[config.mk]
export PLATFORM = sky130hd
export DESIGN_NAME = instr_fetch_mem
export DESIGN_NICKNAME = d
export VERILOG_FILES = /design/src/rtl/instr_fetch_mem.sv
export SDC_FILE = /design/constraint.sdc
export NUM_CORES = 1
export LEC_CHECK = 0
export CORE_MARGIN = 4
export CORE_UTILIZATION = 18
export CTS_CLUSTER_DIAMETER = 100
export DETAILED_ROUTE_END_ITERATION = 8
export PLACE_DENSITY_LB_ADDON = 0.08
export SYNTH_ARGS = -nofsm -noshare
export SYNTH_HDL_FRONTEND = slang
export SYNTH_SLANG_ARGS = --single-unit
[constraint.sdc]
create_clock -name clk -period 1 [get_ports clk]
set_input_delay 0.3 -clock clk [delete_from_list [all_inputs] [get_ports clk]]
set_output_delay 0.3 -clock clk [all_outputs]
set_load 0.02 [all_outputs]
[src/rtl/instr_fetch_mem.sv]
// instr_fetch_mem: byte-addressed, big-endian instruction memory with a
// fetch request/response pipeline of LATENCY stages, fault reporting for
// misaligned / out-of-range fetches and flush of in-flight fetches.
// Optional feature macro: IMEM_LOAD_EN adds a byte-wide load (write) port
// that takes priority over fetches.
module instr_fetch_mem #(
    parameter int    DEPTH_BYTES = 256,
    parameter int    INSTR_W     = 32,
    parameter int    LATENCY     = 1,
    parameter string INIT_FILE   = ""
) (
    input  logic               clk,
    input  logic               reset,
    input  logic               fetch_req,
    input  logic [31:0]        fetch_addr,
    output logic               fetch_ready,
    input  logic               flush,
    output logic               resp_valid,
    output logic [INSTR_W-1:0] resp_instr,
    output logic               resp_fault
`ifdef IMEM_LOAD_EN
    ,
    input  logic               load_we,
    input  logic [31:0]        load_addr,
    input  logic [7:0]         load_data
`endif
);

    localparam int NB = INSTR_W / 8;
    localparam int AW = $clog2(DEPTH_BYTES);

    // Byte storage; never reset.
    logic [7:0] mem_q [DEPTH_BYTES];

    // Power-up image: all bytes zero.
    initial begin
        for (int i = 0; i < DEPTH_BYTES; i++) mem_q[i] = 8'h00;
    end

    // Pipeline stages 1..LATENCY; stage LATENCY drives the outputs directly.
    logic [LATENCY:1]   vld_q, vld_d;
    logic [INSTR_W-1:0] ins_q [1:LATENCY];
    logic [INSTR_W-1:0] ins_d [1:LATENCY];
    logic               flt_q [1:LATENCY];
    logic               flt_d [1:LATENCY];

    logic               accept;
    logic               fault;
    logic [AW-1:0]      base_idx;
    logic [INSTR_W-1:0] rd_word;

`ifdef IMEM_LOAD_EN
    assign fetch_ready = !reset && !load_we;
`else
    assign fetch_ready = !reset;
`endif

    assign accept   = fetch_req && fetch_ready;
    assign base_idx = fetch_addr[AW-1:0];

    // Fault decode and big-endian word assembly; storage is only indexed when in range.
    always_comb begin
        fault   = ((fetch_addr % 32'(NB)) != 32'd0) ||
                  (fetch_addr > 32'(DEPTH_BYTES - NB));
        rd_word = '0;
        if (!fault) begin
            for (int k = 0; k < NB; k++)
                rd_word[INSTR_W-1-8*k -: 8] = mem_q[base_idx + AW'(k)];
        end
    end

    // Next-state of the pipeline: shift, flush masking, and output hold.
    always_comb begin
        vld_d = vld_q;
        ins_d = ins_q;
        flt_d = flt_q;
        // Stage 1 takes the newly accepted fetch; a same-cycle flush keeps it.
        vld_d[1] = accept;
        if (LATENCY > 1 || accept) begin
            ins_d[1] = rd_word;
            flt_d[1] = fault;
        end
        // Later stages: flush kills fetches accepted before this cycle.
        // The output stage only loads payload when a valid fetch arrives,
        // so resp_instr/resp_fault hold between responses.
        for (int s = 2; s <= LATENCY; s++) begin
            vld_d[s] = vld_q[s-1] && !flush;
            if (s < LATENCY || vld_d[s]) begin
                ins_d[s] = ins_q[s-1];
                flt_d[s] = flt_q[s-1];
            end
        end
    end

    // Pipeline registers with synchronous reset.
    always_ff @(posedge clk) begin
        if (reset) begin
            vld_q <= '0;
            for (int s = 1; s <= LATENCY; s++) begin
                ins_q[s] <= '0;
                flt_q[s] <= 1'b0;
            end
        end else begin
            vld_q <= vld_d;
            ins_q <= ins_d;
            flt_q <= flt_d;
        end
    end

`ifdef IMEM_LOAD_EN
    // Byte load port; out-of-range writes are dropped, reset blocks writes.
    always_ff @(posedge clk) begin
        if (!reset && load_we && (load_addr < 32'(DEPTH_BYTES)))
            mem_q[load_addr[AW-1:0]] <= load_data;
    end
`endif

    assign resp_valid = vld_q[LATENCY];
    assign resp_instr = ins_q[LATENCY];
    assign resp_fault = flt_q[LATENCY];

endmodule
==> Yosys cells after proc, flatten, opt, wreduce, memory -nomap -nowiden <==
Cells that the tools add are included.
{ "op_classes": {"order_cmp": 1, "muxes": 1, "reduce_logical": 4} }
{ "op_table": {"columns": ["operator", "count"], "rows": [
  ["$gt 32x8->1 const B", 1],
  ["$mux 32", 1],
  ["$reduce_bool 32->1", 1],
  ["$logic_and 1x1->1", 1],
  ["$logic_not 1->1", 1],
  ["$logic_or 1x1->1", 1]
]} }
{ "word_totals": {"reg_bits": 34, "input_bits": 36, "output_inout_bits": 35, "wordCells": 9} }

==> Depth between registers and ports, before layout <==
{ "logic_depth": {"ltp_word": 3, "depth_mapped": 3, "depth_no_buf": 3} }

==> Worst setup path after synthesis <==
OpenSTA, ideal clock, no wires.
{ "synth_path": {"kind": "input to register", "start": "input port fetch_addr[21]", "end": "register flt_q (netlist: resp_fault)", "setup_time_ns": 0.119, "t_arrival_ns": 0.869, "required_time_ns": 0.881, "setup_slack_ns": 0.013, "cell_stages": 3, "path_buffers": 0, "path_cell_list": "nor4_1 > nand4_1 > o221a_1"} }
{ "synth_via": {"elab_chain_len": 2} }
{ "synth_lines": {"columns": ["item", "line", "text"], "rows": [
  ["from (decl)", "15", "input logic [31:0] fetch_addr,"],
  ["$gt 32x8->1", "64", "(fetch_addr > 32'(DEPTH_BYTES - NB));"],
  ["$logic_or 1x1->1", "63", "fault = ((fetch_addr % 32'(NB)) != 32'd0) ||"],
  ["to (signal assigned)", "106", "flt_q <= flt_d;"],
  ["to (decl)", "44", "logic flt_q [1:LATENCY];"]
]} }
No other way between the ends.
A chain may end at the register's enable or synchronous reset.

==> Final worst setup path <==
{ "layout_path": {"start": "input port fetch_addr[11]", "end": "register flt_q (netlist: resp_fault)"} }
The elaborated chain is that of the path after synthesis.

==> run_results.csv <==
group,metric,value,unit
timing,setup_slack,15.3,ps
floorplan,io_pins,71,
synth,ys_types,11,
floorplan,rows,16,
global_routing,grt_use_met2,0.0916,
placement,placed_area,634,sq um
timing,slew_viol_final,0,
finish,fin_area,629,sq um
cts,clkSinkCount,2,
finish,fin_util,0.314,
synth,synth_top_area_frac,0.625,
finish,diodes,0,
critical_path,slowest_delay,280,ps
cts,clk_latency,220,ps
placement,dp_hpwl,1050,microns
routing,drtPass1Iterations,2,
status,outcome,"complete, no violations",
timing,rsz0062_at_grt,"true",
critical_path,critical-path-slowest-cell,"nor4_2",
job,maxCapViolCount,0,
critical_path,endpoint_kind,"flip-flop",
cts,clockBufferDepth,2,
placement,pre_cts_slack,-720,ps
global_routing,grt_pass1_vias,313,
floorplan,coreArea,2000,sq um
cts,cts_made_buffers,3,
critical_path,worstPathArrival,1090,ps
global_routing,antenna_found_initial,0,
routing,detail-route-antenna-nets,0,
cts,tritoncts,"yes",
placement,gp_congestion,0.680,
critical_path,ff2ff_path_depth,2,
global_routing,grt_max_degree,3,
timing,clock_skew,0,ps
synth,yosys-top-cells-area,"buf_4 (63%), dfxtp_1 (10%), nor4_1 (6.5%), nor4_2 (6.5%), nor4b_2 (3.9%)",
global_routing,grt-busiest-layer,"met2",
floorplan,dieWidth,54.2,microns
critical_path,path_cells,"clkdlybuf4s15_1 > nor4_2 > nand3_1 > o221a_1",
critical_path,crit_fanout,1,
power_and_ir_drop,ir_drop,0.229,mV
synth,synthCells,47,
timing,finalHoldViolations,0,
placement,io_buffers,31,
timing,fmax,1020,MHz
floorplan,die_area,2940,sq um
finish,drive_gt1_frac,0.325,
floorplan,die_h,54.2,microns
finish,layout.nets,121,
synth,ys_seq_elements,2,
min_path,hold_path_depth,2,
power_and_ir_drop,power_density,825,nW/um^2
routing,drt_iter0_markers,3,
synth,avgSynthCellArea,8.17,sq um
synth,netlist_area,384,sq um
finish,final_cell_mix,"conb_1 (32), clkdlybuf4s15_1 (12), dlygate4sd2_1 (6), clkbuf_2 (6)",
global_routing,grt_use_met3,0.0305,
critical_path,crit_type,"in -> reg",
timing,setup_viol,0,
cts,cts_root_buf,"clkbuf_4",
power_and_ir_drop,power.leakage,0.320,nW
cts,ctsHtreeMaxLevel,1,
routing,vias,362,
timing,timing.final.crit_share,0.985,
cts,cts_hold_buf,0,
routing,vias_per_cell,3.29,
timing,finalSetupTns,0,ps
synth,ys.warnings.count,0,
routing,totalWireLength,1280,microns
routing,wire_per_inst,11.6,microns
finish,syn_to_final_growth,63.8,%
timing,min_period,985,ps
power_and_ir_drop,power.total,0.000519,W
cts,cts.clk_slew.worst_paths,30,ps
critical_path,worstSetupStartpointType,"primary input",
routing,remaining_drc_errors,0,
finish,final_common_cell,"conb_1",
global_routing,grt_use_total,0.0707,
synth,synth_top_area_cell,"buf_4",
min_path,hp-class,"in -> reg",
global_routing,grt_pass1_wl,1390,microns
synth,yosysSeqAreaShare,0.104,
critical_path,worstPathRequired,1110,ps
global_routing,met1_usage,0.0860,
global_routing,overflow,0,
floorplan,start_util,0.192,
==> kinds of logic (layout without fill, tap and decap cells) <==
| group | count (synthesis) | in the layout | synth area share |
|---|---|---|---|
| buf+inv | 33 | 38 | 0.635 |
| simple gates | 10 | 10 | 0.221 |
| flops | 2 | 2 | 0.104 |
| other cells | 1 | 32 | 0.00976 |
| compound gates | 1 | 1 | 0.0293 |
==> stage by stage <==
stage	hold WS, ps	std cells
2_1_floorplan	442	78
3_3_place_gp	615	108
3_5_place_dp	612	108
4_1_cts	481	111
5_1_grt	407	110
6_report	409	110
==> cell usage after synthesis <==
library cell	number
and2b_2	1
buf_4	32
conb_1	1
dfxtp_1	2
inv_1	1
nand3_1	1
nand4_1	1
nor4_1	4
nor4_2	2
nor4b_2	1
o221a_1	1
==> layer usage <==
metal  vias to the layer above  wire length [microns]
li1                        167                      -
met1                       149                    505
met2                        46                    460
met3                         0                    315
met4                         0                      0
met5                         -                      0
==> critical path: cells and delay by family <==
| family | cells | cell delay (ps) |
|---|---|---|
| AOI/OAI and AO/OA | 1 | 210 |
| and+or+nand+nor | 2 | 400 |
| buffers and inverters | 1 | 180 |
==> layout make-up <==
class	count	area, sq um
clock buffer	3	22.5
tap	27	33.8
fill	221	1370
multi-input combinational	43	253
timing repair buffer	34	275
inverter	1	3.75
sequential	2	41.3
==> power breakdown <==
part / leakage [nW] / internal, W / switching [W]
combinational: 0.290 / 0.0000885 / 0.000158
clock: 0.0138 / 0.000133 / 0.0000519
sequential: 0.0169 / 0.0000860 / 0.00000223
total: 0.320 / 0.000307 / 0.000212
==> worst paths after layout <==
| path | endpoint | start | slack (ps) |
|---|---|---|---|
| worst max-delay path | resp_fault$_SDFFE_PP0P_ | fetch_addr[11] | 20 |
| worst min-delay path | resp_valid$_SDFF_PP0_ | reset | 410 |
| worst max register to register | resp_fault$_SDFFE_PP0P_ | resp_fault$_SDFFE_PP0P_ | 210 |
| worst min register to register | resp_fault$_SDFFE_PP0P_ | resp_fault$_SDFFE_PP0P_ | 620 |
==> flip-flops by register name, summed over array words and instances, names as in the netlist <==
signal      flops
resp_valid      1
resp_fault      1
==> repair_timing <==
item                                    4_1_cts  5_1_grt
resized for setup                            68       18
cloned                                        0        0
pin swaps                                    10        6
setup buffers                                 0        0
endpoints found under the setup margin        4        3
Power figures use the tool's default switching activity.
